$ cat src/rtl/arb_types.sv
// Shared types for the memory port arbiter.
//   arb_state_t : arbiter FSM states
//   arb_side_t  : requester identity, used for the round-robin last-grant record
package arb_types;

    typedef enum logic [1:0] {
        IDLE    = 2'd0,
        SERVE_I = 2'd1,
        SERVE_D = 2'd2
    } arb_state_t;

    typedef enum logic {
        ARB_I = 1'b0,
        ARB_D = 1'b1
    } arb_side_t;

endpackage

$ cat src/rtl/mem_port_arbiter.sv
// mem_port_arbiter: shares one memory port between the instruction-fetch
// side (I) and the load/store side (D). Registered grant, round-robin
// tie-break, full latching of the granted transaction.
//
// state   | meaning
// --------+---------------------------------------------------------
// IDLE    | no transaction in flight, pmem_* driven 0, pick a requester
// SERVE_I | latched I-side read presented downstream until pmem_resp
// SERVE_D | latched D-side read/write presented downstream until pmem_resp
//
// Ports:
//   clk, rst                 clock, synchronous active-high reset
//   i_read, i_addr           I-side read request (held until i_resp)
//   i_rdata, i_resp          I-side read data / completion pulse
//   d_read, d_write, d_addr, d_wdata, d_byte_enable
//                            D-side request (held until d_resp)
//   d_rdata, d_resp          D-side read data / completion pulse
//   pmem_read, pmem_write, pmem_addr, pmem_wdata, pmem_byte_enable
//                            downstream request, driven from latched registers
//   pmem_rdata, pmem_resp    downstream read data / completion
module mem_port_arbiter
    import arb_types::*;
#(
    parameter int ADDR_WIDTH = 32,
    parameter int DATA_WIDTH = 32
) (
    input  logic                    clk,
    input  logic                    rst,
    input  logic                    i_read,
    input  logic [ADDR_WIDTH-1:0]   i_addr,
    output logic [DATA_WIDTH-1:0]   i_rdata,
    output logic                    i_resp,
    input  logic                    d_read,
    input  logic                    d_write,
    input  logic [ADDR_WIDTH-1:0]   d_addr,
    input  logic [DATA_WIDTH-1:0]   d_wdata,
    input  logic [DATA_WIDTH/8-1:0] d_byte_enable,
    output logic [DATA_WIDTH-1:0]   d_rdata,
    output logic                    d_resp,
    output logic                    pmem_read,
    output logic                    pmem_write,
    output logic [ADDR_WIDTH-1:0]   pmem_addr,
    output logic [DATA_WIDTH-1:0]   pmem_wdata,
    output logic [DATA_WIDTH/8-1:0] pmem_byte_enable,
    input  logic [DATA_WIDTH-1:0]   pmem_rdata,
    input  logic                    pmem_resp
);

    localparam int BE_WIDTH = DATA_WIDTH / 8;

    arb_state_t state_q, state_d;
    arb_side_t  last_grant_q;
    arb_side_t  grant_side;
    logic       grant_valid;

    logic                  txn_read_q;
    logic                  txn_write_q;
    logic [ADDR_WIDTH-1:0] txn_addr_q;
    logic [DATA_WIDTH-1:0] txn_wdata_q;
    logic [BE_WIDTH-1:0]   txn_be_q;

    logic i_req;
    logic d_req;

    assign i_req = i_read;
    assign d_req = d_read | d_write;

    // Pick and next state. On contention the side that did not win last time gets it.
    always_comb begin
        state_d     = state_q;
        grant_valid = 1'b0;
        grant_side  = last_grant_q;
        case (state_q)
            IDLE: begin
                if (i_req && d_req) begin
                    grant_valid = 1'b1;
                    grant_side  = (last_grant_q == ARB_I) ? ARB_D : ARB_I;
                end else if (i_req) begin
                    grant_valid = 1'b1;
                    grant_side  = ARB_I;
                end else if (d_req) begin
                    grant_valid = 1'b1;
                    grant_side  = ARB_D;
                end
                if (grant_valid) begin
                    state_d = (grant_side == ARB_I) ? SERVE_I : SERVE_D;
                end
            end
            SERVE_I, SERVE_D: begin
                if (pmem_resp) begin
                    state_d = IDLE;
                end
            end
            default: state_d = IDLE;
        endcase
    end

    always_ff @(posedge clk) begin
        if (rst) begin
            state_q <= IDLE;
        end else begin
            state_q <= state_d;
        end
    end

    // Transaction latch. A D-side request with both read and write set is
    // taken as a write.
    always_ff @(posedge clk) begin
        if (rst) begin
            last_grant_q <= ARB_I;
            txn_read_q   <= 1'b0;
            txn_write_q  <= 1'b0;
            txn_addr_q   <= '0;
            txn_wdata_q  <= '0;
            txn_be_q     <= '0;
        end else if (grant_valid) begin
            last_grant_q <= grant_side;
            if (grant_side == ARB_I) begin
                txn_read_q  <= 1'b1;
                txn_write_q <= 1'b0;
                txn_addr_q  <= i_addr;
                txn_wdata_q <= '0;
                txn_be_q    <= '1;
            end else begin
                txn_read_q  <= ~d_write;
                txn_write_q <= d_write;
                txn_addr_q  <= d_addr;
                txn_wdata_q <= d_wdata;
                txn_be_q    <= d_write ? d_byte_enable : {BE_WIDTH{1'b1}};
            end
        end
    end

    // Downstream drive and completion. Reset held in a serve cycle
    // suppresses the response so an aborted transaction never completes.
    always_comb begin
        pmem_read        = 1'b0;
        pmem_write       = 1'b0;
        pmem_addr        = '0;
        pmem_wdata       = '0;
        pmem_byte_enable = '0;
        i_resp           = 1'b0;
        d_resp           = 1'b0;
        if (state_q == SERVE_I || state_q == SERVE_D) begin
            pmem_read        = txn_read_q;
            pmem_write       = txn_write_q;
            pmem_addr        = txn_addr_q;
            pmem_wdata       = txn_wdata_q;
            pmem_byte_enable = txn_be_q;
        end
        if (state_q == SERVE_I) begin
            i_resp = pmem_resp & ~rst;
        end
        if (state_q == SERVE_D) begin
            d_resp = pmem_resp & ~rst;
        end
    end

    assign i_rdata = pmem_rdata;
    assign d_rdata = pmem_rdata;

    always_ff @(posedge clk) begin
        if (!rst) begin
            assert (!(d_read && d_write));
        end
    end

endmodule

$ cat config.mk
export PLATFORM = sky130hd
export DESIGN_NAME = mem_port_arbiter
export DESIGN_NICKNAME = d
export VERILOG_FILES = /design/src/rtl/arb_types.sv /design/src/rtl/mem_port_arbiter.sv
export SDC_FILE = /design/constraint.sdc
export NUM_CORES = 1
export LEC_CHECK = 0
export ABC_AREA = 1
export CAP_MARGIN = 20
export CORE_UTILIZATION = 42
export CTS_BUF_LIST = sky130_fd_sc_hd__clkbuf_2 sky130_fd_sc_hd__clkbuf_4 sky130_fd_sc_hd__clkbuf_8
export DETAILED_ROUTE_END_ITERATION = 10
export PLACE_DENSITY = 0.95
export SYNTH_ARGS = -nofsm -noshare
export SYNTH_HDL_FRONTEND = slang
export SYNTH_SLANG_ARGS = --single-unit
$ cat constraint.sdc
create_clock -name clk -period 2.7 [get_ports clk]
set_input_delay 0.54 -clock clk [delete_from_list [all_inputs] [get_ports clk]]
set_output_delay 0.54 -clock clk [all_outputs]
set_load 0.05 [all_outputs]
# After elaboration in Yosys (flattened, before gate mapping)
# Cells that the tools add are included.
[totals]
ff_bits = 73
romBits = 0
mem_count = 0
ramBits = 0
out_inout_bits = 136
latch_bits = 0
in_bits = 138
elab_cells = 48
[op_classes]
n_reduce_logical = 5
magnitude_cmp = 0
multipliers = 0
shift = 0
addsub = 0
n_eq_ne = 4
bitwise = 4
n_mux = 28
div = 0
[ops]
columns = ["cell", "count"]
rows = [
  ["$mux W32", 4],
  ["$mux W1", 17],
  ["$mux W4", 3],
  ["$mux W2", 3],
  ["$ne A2 B2 Y1 const B", 2],
  ["$pmux W2 S2", 1],
  ["$eq A2 B1 Y1 const B", 1],
  ["$eq A2 B2 Y1 const B", 1],
  ["$logic_not A2 Y1", 1],
  ["$not A1 Y1", 2],
  ["$reduce_and A2 Y1", 1],
  ["$reduce_or A2 Y1", 1],
  ["$and A1 B1 Y1", 1],
  ["$logic_and A1 B1 Y1", 1],
  ["$logic_or A1 B1 Y1", 1],
  ["$or A1 B1 Y1", 1],
]

# Depth between registers and ports, before layout
[logic_depth]
depth_word = 8
mapped_depth = 9

# Least setup slack after synthesis
# Ideal clock, no wire load.
[synth_path]
path_kind = "register to output"
startpoint = "reg state_q[0]"
endpoint = "out pmem_addr[0]"
n_path_buf = 2
stages_incl_launch_ff = 7
arrival_ns = 1.531
slack_ns = 0.629
required_time_ns = 2.160
cell_sequence = "dfxtp_1 inv_1 ha_1 clkbuf_1 clkbuf_1 nand2_1 inv_1"
[synth_via]
elab_chain_len = 3
elab_cells_between_ends = 4
classes_between = "2 x eq/ne; 1 x mux; 1 x reduce/logical"
[synth_rtl]
columns = ["item", "line_no", "source"]
rows = [
  ["start: declaration", "mem_port_arbiter.sv:51", "arb_state_t state_q, state_d;"],
  ["start signal: assignment", "mem_port_arbiter.sv:102", "state_q <= state_d;"],
  ["$eq A2 B1 Y1 or $eq A2 B2 Y1 (tied branches)", "mem_port_arbiter.sv:144", "if (state_q == SERVE_I || state_q == SERVE_D) begin"],
  ["$logic_or A1 B1 Y1 (*)", "mem_port_arbiter.sv:144", ""],
  ["$mux W32 (*)", "mem_port_arbiter.sv:144", ""],
  ["end: declaration", "mem_port_arbiter.sv:42", "output logic [ADDR_WIDTH-1:0] pmem_addr,"],
]
# Mark *: on every way between the ends. The rest lies on a longest branch, timed or not.

# Worst setup path after layout
[layout_path]
startpoint = "reg state_q[1]"
endpoint = "out pmem_addr[0]"
# Same word-level chain as after synthesis.

==> run metrics <==
status complete, no violations; Iter 0 DRT Violations 209; clk sinks 73; FF/Latch Area 0.001461 sq mm; Final Skew 0.01448 ns; Die ar. 0.01157 sq mm; CP required 2.16 ns; ys flop type dfxtp_1; commonest non-fill, non-tap cell in the layout nand2_1; total negative setup slack 0 ns; via count 4707; Worst VDD drop 1.032 mV; number of enable flip-flop cells after synthesis 0; crit-path cells inv_1 -> ha_2 -> buf_4 -> nand2_1 -> inv_1 -> buf_12; Fill cells 877; Routed Antenna Nets 0; initial antenna violation count 0; f_max 402.3 MHz; # DRC 0; Die Span Y 107.6 um; WL per Instance 14.32 um; max incr delay on CP 0.54 ns; slowest CP cell ha_2; Reg clk slew, reported paths 0.08 ns; Crit path arrival time 1.95 ns; fin crit period 2.486 ns; Skew-Pair Late Insertion Delay 0.34 ns; RSZ-0062 raised after global routing false; hold buffers post-CTS 0; Nets 947; TritonCTS clock tree built; Final period util 92.06%; YS warnings 0; Async SR Flop Fraction 0%; pin count of the biggest net entering global routing 73; multi-input logic area 0.002009 sq mm; final WL 13590 um; fin. max-slew vios 0; Hold Slack 0.4703 ns; P_leak 3.532 nW; Power Density 1163 mW/mm^2; Synth Area per Inst 6.556 sq um; vias in the first global route 4581; DP HPWL 9944 um; syn nets 856; crit-path max FO 19; Pre-antenna DRT Iters 6; Yosys cell types 24; Std-Cell Rows 38; gpl congestion 0.7923; first-pass GRT wire length 21820 um; setup ws final 0.2143 ns; CP most frequent cell inv_1; commonest cells after routing, fill and taps aside 151 x nand2_1, 120 x inv_1, 110 x nand3_1; Gate Count Post-Synth 714; Root Buffer Master clkbuf_8; post-synthesis cell area 0.004681 sq mm; Yosys reg bits 73; Port Buffer Count 177; postcts setup bufs 0; Setup CP Type reg -> out; Placed Area 0.006725 sq mm; total grt overflow 0; diode count 0; critical path launch point type flip-flop; Max Cap Viol 0; final setup vio count 0; Worst setup EP type output pin; pre-CTS WS 0.5025 ns; Total GRT Usage 24.08%; Initial Util 43.18%; relative slew slack 41.83%; CTS Buf Count 9; Vias/cell 4.960; die width 107.6 um; design area 0.006913 sq mm; clock buffer depth 2; share of post-route cells with drive strength above 1 18.42%; P&R area growth vs syn 47.69%; core area 0.01084 sq mm; Final Hold Viols 0; post-synthesis sequential area ratio 31.22%; H-tree depth 3; I/O pin count 274; # resized after CTS 0; Hold WC Path Type reg -> reg; Tot Pwr 8.038 mW; Tightest Pin Transition 0.8726 ns
==> worst max-delay path, delay by kind of cell (launching register included) <==
| kind | cells | cell delay, ns |
|---|---|---|
| buf+inv | 4 | 0.63 |
| fa+ha+maj | 1 | 0.54 |
| flops | 1 | 0.33 |
| simple gates | 1 | 0.09 |
==> power by group <==
group / internal (mW) / total, mW / switching [mW] / leakage, nW
logic: 2.17 / 5.51 / 3.35 / 2.83
registers: 1.47 / 1.67 / 0.203 / 0.602
clock network: 0.433 / 0.851 / 0.418 / 0.0959
==> flip-flops by register name, summed over array words and instances, names as in the netlist <==
register,count
txn_wdata_q,32
txn_read_q,1
txn_addr_q,32
txn_write_q,1
last_grant_q,1
txn_be_q,4
state_q,2
==> worst paths after layout <==
check,from,endpoint,slack (ns),depth (start not counted)
worst min register to register,txn_write_q,txn_write_q,0.47,2
worst max register to register,state_q[1],state_q[0],0.79,8
worst max-delay path,state_q[1],pmem_addr[0],0.21,6
worst min-delay path,txn_write_q,txn_write_q,0.47,2
==> cell usage after synthesis (2+ instances only) <==
master	number	area, sq um
buf_6	5	56.30
inv_1	120	450.4
nand3_2	20	200.2
nand4_1	4	25.02
nand2_1	151	566.8
and3_1	2	12.51
buf_12	2	40.04
a21oi_1	14	70.07
nand2_2	3	18.77
a21oi_2	20	175.2
clkbuf_1	21	78.83
buf_2	14	70.07
nand3_1	110	550.5
dfxtp_1	73	1461
buf_4	68	510.5
ha_1	4	50.05
nor2_1	76	285.3
==> stage by stage <==
step / cells / utilization, %
after CTS: 949 / 63.77
after global placement: 934 / 62.04
final: 949 / 63.77
after floorplan: 714 / -
after global routing: 949 / 63.77
after detailed placement: 934 / 62.04
==> logic make-up (layout without fill, tap and decap cells) <==
group	Yosys count	after routing	synth area share [%]
AND/OR/NAND/NOR	370	370	36.33
AO/OA/AOI/OAI	36	36	5.480
adder cells (fa/ha/maj)	4	4	1.069
buffers and inverters	231	326	25.90
flip-flops	73	73	31.22
==> final cells by class <==
class                   instances  area share [%]
multi-input cells             410           29.07
well taps                     140           2.534
inverters                     121           6.606
clock buffers                  10           1.900
flip-flops and latches         73           21.14
repair buffers                190           37.94
clock inverters                 5          0.8145
==> metal layers <==
metal / routed length [um] / vias to the layer above / share of wire (%) / global-route usage (%)
li1: - / 2282 / - / -
met1: 5380 / 2158 / 40 / 28.03
met2: 6815 / 208 / 50 / 41.12
met3: 852 / 59 / 6.3 / 4.903
met4: 539 / 0 / 4.0 / 13.31
met5: 0 / - / 0 / 0
Note: power is estimated with default switching activity, not from simulation.
